[config.mk]
export PLATFORM = sky130hd
export DESIGN_NAME = host_game_ctrl
export DESIGN_NICKNAME = d
export VERILOG_FILES = /design/src/rtl/hangman_pkg.sv /design/src/rtl/hangman_match.sv /design/src/rtl/host_game_ctrl.sv
export SDC_FILE = /design/constraint.sdc
export NUM_CORES = 1
export LEC_CHECK = 0
export CAP_MARGIN = 20
export CORE_MARGIN = 8
export CORE_UTILIZATION = 23
export DETAILED_ROUTE_END_ITERATION = 7
export HOLD_SLACK_MARGIN = 0.15
export PLACE_DENSITY_LB_ADDON = 0.3
export SYNTH_ARGS = -nofsm -noshare
export SYNTH_HDL_FRONTEND = slang
export SYNTH_SLANG_ARGS = --single-unit
[constraint.sdc]
create_clock -name clk -period 6.2 [get_ports clk]
set_clock_uncertainty 0.2 [all_clocks]
set_input_delay 1.24 -clock clk [delete_from_list [all_inputs] [get_ports clk]]
set_output_delay 1.24 -clock clk [all_outputs]
set_load 0.02 [all_outputs]
[src/rtl/hangman_pkg.sv]
// Shared types and constants for the hangman host and player controllers.
package hangman_pkg;
  typedef enum logic [1:0] {ST_ENTRY, ST_LOCK, ST_PLAY, ST_RESULT} state_e;

  localparam int         WORD_LEN   = 5;
  localparam logic [7:0] UNDERSCORE = 8'h5F;
  localparam logic [7:0] LETTER_A   = 8'h41;
  localparam logic [7:0] LETTER_Z   = 8'h5A;

  function automatic logic is_upper(input logic [7:0] c);
    return (c >= LETTER_A) && (c <= LETTER_Z);
  endfunction
endpackage

[src/rtl/hangman_match.sv]
// Compares one letter against every position of a packed word; bit i is the i-th entered letter.
module hangman_match
  import hangman_pkg::*;
(
  input  logic [8*WORD_LEN-1:0] word,
  input  logic [7:0]            letter,
  output logic [WORD_LEN-1:0]   mask
);
  for (genvar i = 0; i < WORD_LEN; i++) begin : g_pos
    assign mask[i] = (word[8*(WORD_LEN-1-i) +: 8] == letter);
  end
endmodule

[src/rtl/host_game_ctrl.sv]
// Host-side hangman round sequencer: word entry, lock, guess scoring, result hold.
//  state     | meaning
//  ST_ENTRY  | forwarding keypad letters, waiting for submit
//  ST_LOCK   | waiting for the message register to enter compare mode
//  ST_PLAY   | scoring guesses against the latched word
//  ST_RESULT | holding win/lose before ending the round
module host_game_ctrl
  import hangman_pkg::*;
#(
  parameter int MAX_MISTAKES  = 6,
  parameter int RESULT_CYCLES = 4
) (
  input  logic        clk,
  input  logic        nRst,
  input  logic        key_ready,
  input  logic [7:0]  key_letter,
  input  logic        submit,
  input  logic [39:0] word,
  input  logic        word_ready,
  input  logic        guess_valid,
  input  logic [7:0]  guess,
  output logic        reg_key_ready,
  output logic        reg_toggle,
  output logic        game_end,
  output logic        guess_ack,
  output logic [39:0] reveal,
  output logic [2:0]  mistakes,
  output logic        win,
  output logic        lose
);
  localparam int            TW            = $clog2(RESULT_CYCLES + 1);
  localparam logic [TW-1:0] TIMER_LOAD    = TW'(RESULT_CYCLES - 1);
  localparam logic [2:0]    MISTAKE_LIMIT = 3'(MAX_MISTAKES);
  localparam logic [2:0]    FULL_COUNT    = 3'(WORD_LEN);

  state_e        state_q, state_d;
  logic [2:0]    count_q, count_d;
  logic [TW-1:0] timer_q, timer_d;
  logic [39:0]   word_q, word_d;
  logic [4:0]    revealed_q, revealed_d;
  logic [25:0]   guessed_q, guessed_d;
  logic [2:0]    mistakes_q, mistakes_d;
  logic          win_q, win_d, lose_q, lose_d;
  logic          reg_toggle_q, reg_toggle_d;
  logic          game_end_q, game_end_d;
  logic          guess_ack_q, guess_ack_d;

  logic [4:0] match_mask;
  logic [4:0] revealed_next;
  logic [4:0] guess_idx;
  logic       key_ok;
  logic       round_end;

  hangman_match u_match (
    .word   (word_q),
    .letter (guess),
    .mask   (match_mask)
  );

  assign revealed_next = revealed_q | match_mask;
  assign guess_idx     = 5'(guess - LETTER_A);
  assign key_ok        = (state_q == ST_ENTRY) && key_ready &&
                         (count_q < FULL_COUNT) && is_upper(key_letter);
  assign reg_key_ready = key_ok;

  always_comb begin
    state_d      = state_q;
    count_d      = count_q;
    timer_d      = timer_q;
    word_d       = word_q;
    revealed_d   = revealed_q;
    guessed_d    = guessed_q;
    mistakes_d   = mistakes_q;
    win_d        = win_q;
    lose_d       = lose_q;
    reg_toggle_d = 1'b0;
    game_end_d   = 1'b0;
    guess_ack_d  = 1'b0;
    round_end    = 1'b0;

    unique case (state_q)
      ST_ENTRY: begin
        if (key_ok) begin
          count_d = count_q + 3'd1;
        end else if (submit && !key_ready && (count_q == FULL_COUNT)) begin
          reg_toggle_d = 1'b1;
          state_d      = ST_LOCK;
        end
      end
      ST_LOCK: begin
        if (word_ready) begin
          word_d  = word;
          state_d = ST_PLAY;
        end
      end
      ST_PLAY: begin
        if (guess_valid) begin
          guess_ack_d = 1'b1;
          if (is_upper(guess) && !guessed_q[guess_idx]) begin
            guessed_d[guess_idx] = 1'b1;
            if (|match_mask) begin
              revealed_d = revealed_next;
              if (&revealed_next) begin
                win_d     = 1'b1;
                round_end = 1'b1;
              end
            end else begin
              mistakes_d = mistakes_q + 3'd1;
              if (mistakes_d == MISTAKE_LIMIT) begin
                lose_d    = 1'b1;
                round_end = 1'b1;
              end
            end
          end
        end
        if (round_end) begin
          state_d    = ST_RESULT;
          timer_d    = TIMER_LOAD;
          // a one-cycle hold means the end pulse coincides with the first result cycle
          game_end_d = (TIMER_LOAD == '0);
        end
      end
      ST_RESULT: begin
        if (timer_q == '0) begin
          state_d    = ST_ENTRY;
          count_d    = '0;
          guessed_d  = '0;
          mistakes_d = '0;
          revealed_d = '0;
          win_d      = 1'b0;
          lose_d     = 1'b0;
        end else begin
          timer_d    = timer_q - TW'(1);
          game_end_d = (timer_q == TW'(1));
        end
      end
      default: state_d = ST_ENTRY;
    endcase
  end

  always_ff @(posedge clk) begin
    if (!nRst) begin
      state_q      <= ST_ENTRY;
      count_q      <= '0;
      timer_q      <= '0;
      word_q       <= '0;
      revealed_q   <= '0;
      guessed_q    <= '0;
      mistakes_q   <= '0;
      win_q        <= 1'b0;
      lose_q       <= 1'b0;
      reg_toggle_q <= 1'b0;
      game_end_q   <= 1'b0;
      guess_ack_q  <= 1'b0;
    end else begin
      state_q      <= state_d;
      count_q      <= count_d;
      timer_q      <= timer_d;
      word_q       <= word_d;
      revealed_q   <= revealed_d;
      guessed_q    <= guessed_d;
      mistakes_q   <= mistakes_d;
      win_q        <= win_d;
      lose_q       <= lose_d;
      reg_toggle_q <= reg_toggle_d;
      game_end_q   <= game_end_d;
      guess_ack_q  <= guess_ack_d;
    end
  end

  for (genvar i = 0; i < WORD_LEN; i++) begin : g_reveal
    assign reveal[8*(WORD_LEN-1-i) +: 8] = revealed_q[i] ? word_q[8*(WORD_LEN-1-i) +: 8] : UNDERSCORE;
  end

  assign reg_toggle = reg_toggle_q;
  assign game_end   = game_end_q;
  assign guess_ack  = guess_ack_q;
  assign mistakes   = mistakes_q;
  assign win        = win_q;
  assign lose       = lose_q;
endmodule

==> reports/metrics.yaml, run 1 <==
fin_area_um2: 6301
hold_viol: 0
worstMarginPinSlew_ns: 0.8839
hold_path_class: "flop to flop"
crit_top_cell: "buf_4"
crit_path_max_incr_delay_ns: 0.50
period_needed_ns: 4.582
dieArea_um2: 25200
grt_pass1_wl_um: 22690
core_um2: 20100
vias: 4138
detail-route-antenna-nets: 0
use_met1_pct: 14.79
gp_congestion: 0.7262
ys_types: 49
cp_max_fo: 35
rows: 52
clock_sinks: 87
wire_per_inst_um: 15.30
final_common_cell: "clkdlybuf4s50_1"
drt-pass1-iter-count: 4
avgViaCountPerCell: 4.421
power_density_nw_per_um2: 238.5
cts_setup_buffers: 0
drtIter0Drc: 199
n_antenna_cell: 0
critPathArrivalTime_ns: 4.64
setup_viol: 0
numCtsBuffers: 9
drive_gt1_share_pct: 5.706
worst_setup_path_end_kind: "flop"
finalCritPeriodShare_pct: 73.91
syn2layout_area_growth_pct: 34.44
globalRouteMet3Util_pct: 3.490
grt_max_degree: 46
cts_root_buf: "clkbuf_16"
route.detailed.drc: 0
maxCapViolations: 0
die-width_um: 158.8
ys_warn_count: 0
clkTransAtPathRegs_ns: 0.06
placed_area_um2: 5976
cts_resized: 0
cp-start-kind: "input port"
cp_slowest_cell: "o41ai_4"
tns_ns: 0
status: "complete, no violations"
antenna_found_initial: 0
totalWireLength_um: 14330
cts_tree: "built"
htree_levels: 3
ir_drop_v: 0.0001434
hold_slack_ns: 0.2655
relSlewSlack_pct: 41.07
grt_pass1_vias: 4126
critPathKind: "input port to flop"
initial_core_util_pct: 23.31
syn_area_per_cell_um2: 8.266
grt_overflow: 0
io_buffers: 110
yosysSeqAreaShare_pct: 37.16
clk_latency_ns: 0.35
rsz0062_at_grt: "false"
grt.busiest_layer: "met2"
syn-cell-area_um2: 4687
grtUsageTotal_pct: 11.22
layout_common_cells: "110 x clkdlybuf4s50_1, 101 x nand2_1, 87 x dfxtp_1, 53 x a21oi_1, 47 x nor2_1"
cts_hold_buf: 0
fin_nets: 742
p_leak_nw: 2.161
syn_inst: 567
hpwlAfterDp_um: 10540
die_h_um: 158.8
synth_fp_nets: 648
io_pins: 111
synth_seq_cells: 87
finalMaxSlewViolations: 0
fmax_ghz: 0.2182
cts-root-to-sink-buffers: 2
grt_use_met2_pct: 17.42
critPathRequiredTime_ns: 6.26
crit_chain: "clkdlybuf4s50_1 > buf_4 > inv_1 > ha_1 > mux4_2 > a211o_1 > o41ai_4 > and2_1 > buf_4 > a21oi_1 > a311oi_2"
## final cells by class
type                    count  area (um^2)
clock buffers              13        260.3
clock inverters             3        65.06
fillers                  2133        13800
inverters                  20        75.07
multi-input cells         428         2683
flip-flops and latches     87         1742
well taps                 270        337.8
repair buffers            115         1139
## worst max-delay path: cells and delay by family
kind	cells	cell delay (ns)
AOI/OAI and AO/OA	4	1.23
and+or+nand+nor	1	0.19
muxes	1	0.35
buffers and inverters	4	1.13
adders and majority gates	1	0.49
## kinds of logic after synthesis
kind of cell | after synthesis | share of synthesized area (%)
AND/OR/NAND/NOR | 241 | 24.21
AO/OA/AOI/OAI | 111 | 15.16
flip-flops | 87 | 37.16
buffers and inverters | 52 | 5.606
XOR/XNOR | 43 | 8.195
adder cells (fa/ha/maj) | 19 | 5.072
multiplexers | 14 | 4.592
## registers in the layout, indices dropped and copies added, names as in the netlist
register    count
mistakes        3
game_end        1
reg_toggle      1
word_q         40
win             1
state_q         2
guess_ack       1
lose            1
revealed_q      5
timer_q         3
count_q         3
guessed_q      26
## where the power goes
| group | total, W | leakage (nW) | internal [W] | switching, W |
|---|---|---|---|---|
| Clock | 0.000600 | 0.160 | 0.000375 | 0.000225 |
| Sequential | 0.000629 | 0.702 | 0.000594 | 0.0000346 |
| Combinational | 0.000274 | 1.30 | 0.000126 | 0.000148 |
| Total | 0.00150 | 2.16 | 0.00110 | 0.000407 |
## synth_stat cells (all sizes together)
| cell type | n | share of area (%) |
|---|---|---|
| nand2b | 32 | 4.3 |
| nand3 | 2 | 0.21 |
| o221a | 2 | 0.48 |
| o22a | 2 | 0.37 |
| a41oi | 1 | 0.35 |
| nor4 | 1 | 0.13 |
| and2 | 14 | 1.9 |
| and4b | 1 | 0.21 |
| or2 | 3 | 0.40 |
| mux4 | 6 | 2.9 |
| nor2b | 9 | 1.2 |
| nor2 | 48 | 3.9 |
| nand4 | 14 | 1.9 |
| a311oi | 1 | 0.32 |
| mux2i | 8 | 1.7 |
| o31ai | 2 | 0.61 |
| o2111ai | 1 | 0.19 |
| dfxtp | 87 | 37 |
| buf | 12 | 2.3 |
| clkbuf | 20 | 1.7 |
| a22oi | 2 | 0.32 |
| o21ai | 10 | 1.1 |
| xnor2 | 42 | 8.0 |
| nand2 | 101 | 8.1 |
| inv | 20 | 1.6 |
| a21oi | 53 | 5.7 |
| a211o | 1 | 0.19 |
| a31oi | 27 | 3.6 |
| a2111oi | 1 | 0.19 |
| ha | 19 | 5.1 |
| o22ai | 3 | 0.40 |
| o2bb2ai | 1 | 0.19 |
| or3 | 3 | 0.40 |
| o41ai | 1 | 0.59 |
| a32o | 1 | 0.21 |
| or4 | 2 | 0.40 |
| xor2 | 1 | 0.19 |
| and3 | 3 | 0.40 |
| nor3 | 8 | 0.85 |
| o211a | 2 | 0.43 |
## through the flow
step           util (%)  cells  setup WS [ns]  total power, W
6_report          31.34    936          1.618        0.001503
4_1_cts           31.34    936          1.623        0.001525
2_1_floorplan         -    567          2.139       0.0008218
3_3_place_gp      29.72    920          1.318       0.0009219
5_1_grt           31.34    936          1.469        0.001590
3_5_place_dp      29.72    920          1.258       0.0009193
## worst paths after layout
check                              from                        end  slack, ns  cells past startpoint
min           guessed_q[5]$_SDFFE_PN0P_  guessed_q[5]$_SDFFE_PN0P_       0.27                      2
max                            guess[1]          lose$_SDFFE_PN0P_       1.62                     11
max reg2reg  guessed_q[20]$_SDFFE_PN0P_          lose$_SDFFE_PN0P_       3.39                      7
min reg2reg   guessed_q[5]$_SDFFE_PN0P_  guessed_q[5]$_SDFFE_PN0P_       0.27                      2
## layer usage
layer  vias up  routed length [um]  part of all wire, %
met2       106                6481                   45
met4         0                 135                 0.94
met1      1914                6940                   48
met3        11                 768                  5.4
met5         -                   0                    0
li1       2107                   -                    -
No activity file was read; power rests on OpenSTA's default activity.
==> inputs of run 2 (changes only) <==
Clock period 6.2 ns to 4.56 ns, I/O delays scaled along.
==> run 2 against run 1 <==
Effect of this change: combinational power rose by 38%; critical endpoint is now guessed_q[6]$_SDFFE_PN0P_; clock power rose by 26%; cell area rose by 0.83%.
==> reports/metrics.yaml, run 2 (same netlist as run 1, synthesis figures left out) <==
status: "complete, no violations"
p_leak_nw: 2.190  # +1.4%
reg_top3: "word_q: 40 flops, guessed_q: 26 flops, revealed_q: 5 flops"
power_density_nw_per_um2: 312.4  # +31%
critPathRequiredTime_ns: 4.59  # -1.67 ns
clkTransAtPathRegs_ns: 0.07  # about the same
io_buffers: 110  # unchanged
cts_resized: 0  # unchanged
hold_viol: 0  # unchanged
dp_slack_ns: 0.2696  # -0.9885 ns
gp_congestion: 0.7591  # +4.5%
cp-start-kind: "input port"
clock_sinks: 87  # unchanged
worstRegToRegCells: 7  # unchanged
hold_slack_ns: 0.2679  # +0.002376 ns
detail-route-antenna-nets: 0  # unchanged
grt_pass1_vias: 4182  # +1.4%
tns_ns: 0  # unchanged
htree_levels: 3  # unchanged
cp_max_fo: 26  # -26%
final_common_cell: "clkdlybuf4s50_1"
wire_per_inst_um: 15.26  # -0.32%
relSlewSlack_pct: 37.77  # -3.3 points
cts_hold_buf: 0  # unchanged
min_path_cells: 2  # unchanged
grt_pass1_wl_um: 23220  # +2.3%
placed_area_um2: 6056  # +1.3%
finalMaxSlewViolations: 0  # unchanged
grt_max_degree: 46  # unchanged
fin_area_um2: 6354  # +0.83%
cts-root-to-sink-buffers: 2  # unchanged
fmax_ghz: 0.2529
initial_core_util_pct: 23.31  # unchanged
numCtsBuffers: 9  # unchanged
setup_viol: 0  # unchanged
fin_ws_ns: 0.6058  # -1.012 ns
clk_latency_ns: 0.35  # about the same
cts_root_buf: "clkbuf_16"
die_h_um: 158.8  # unchanged
n_antenna_cell: 0  # unchanged
cts_setup_buffers: 0  # unchanged
drive_gt1_share_pct: 7.111  # +1.4 points
drtIter0Drc: 218  # +9.5%
drt-pass1-iter-count: 4  # unchanged
die-width_um: 158.8  # unchanged
layout_common_cells: "110 x clkdlybuf4s50_1, 101 x nand2_1, 87 x dfxtp_1, 53 x a21oi_1, 47 x nor2_1"
grt_overflow: 0  # unchanged
critPathKind: "input port to flop"
finalCritPeriodShare_pct: 86.72
route.detailed.drc: 0  # unchanged
core_um2: 20100  # unchanged
syn2layout_area_growth_pct: 35.56
vias: 4221  # +2.0%
critPathArrivalTime_ns: 3.99  # -0.65 ns
worstMarginPinSlew_ns: 0.9322  # +0.04823 ns
io_pins: 111  # unchanged
rsz0062_at_grt: "false"
hpwlAfterDp_um: 10430  # -1.0%
worst_setup_path_end_kind: "flop"
antenna_found_initial: 0  # unchanged
ir_drop_v: 0.0001673  # +17%
period_needed_ns: 3.954
grtUsageTotal_pct: 11.47  # +0.25 points
top_register: "word_q"
totalWireLength_um: 14420  # +0.64%
avgViaCountPerCell: 4.467  # +1.0%
fin_nets: 751  # +1.2%
hold_path_class: "flop to flop"
dieArea_um2: 25200  # unchanged
rows: 52  # unchanged
maxCapViolations: 0  # unchanged
cts_tree: "built"
largest_reg_flops: 40  # unchanged
[run 2: cell count changes in the layout (fill, tap and decap cells not counted), sizes merged]
| cell | before | now |
|---|---|---|
| clkbuf | 13 | 10 |
| clkinv | 1 | 3 |
| bufinv | 2 | 1 |
| buf | 5 | 14 |
| clkinvlp | 0 | 1 |
| inv | 20 | 21 |
[run 2: area by class of cell]
cell class	instances	area, um^2
Inverter	20	75.07
Timing Repair Buffer	124	1219
Clock buffer	10	229.0
Tap cell	270	337.8
Clock inverter	6	68.82
Fill cell	2140	13750
Multi-Input combinational cell	428	2683
Sequential cell	87	1742
[run 2: worst paths after layout]
kind	end	slack, ns	startpoint
worst max-delay path	guessed_q[6]$_SDFFE_PN0P_	0.61	guess[0]
worst min-delay path	guessed_q[5]$_SDFFE_PN0P_	0.27	guessed_q[5]$_SDFFE_PN0P_
worst max register to register	guessed_q[21]$_SDFFE_PN0P_	1.91	guessed_q[20]$_SDFFE_PN0P_
worst min register to register	guessed_q[5]$_SDFFE_PN0P_	0.27	guessed_q[5]$_SDFFE_PN0P_
[run 2: layer usage]
metal	share of wire [%]	vias to the layer above	GRT usage, %
li1	-	2131	-
met1	49	1980	15.18
met2	45	103	17.72
met3	5.6	7	3.930
met4	0.80	0	2.338
met5	0	-	0
[run 2: worst max-delay path, stage by stage]
cell	delay, ns
clkdlybuf4s50_1	0.48
inv_1	0.10
ha_1	0.29
nor2b_1	0.17
a2111oi_0	0.54
nor3_1	0.20
o22ai_1	0.40
o41ai_4	0.10
and2_1	0.31
buf_12	0.23
a31oi_1	0.19
nor2_1	0.05
[run 2: stage by stage]
step	total power, W	utilization (%)	std cells
4_1_cts	0.002017	31.60	945
3_3_place_gp	0.001254	30.12	929
2_1_floorplan	0.001117	-	567
3_5_place_dp	0.001254	30.12	929
5_1_grt	0.002093	31.60	945
6_report	0.001985	31.60	945
[run 2: power by group]
part           total [W]  internal, W  leakage, nW  switching, W
clock           0.000754     0.000428        0.143      0.000326
combinational   0.000379     0.000177         1.35      0.000201
sequential      0.000852     0.000808        0.702     0.0000445
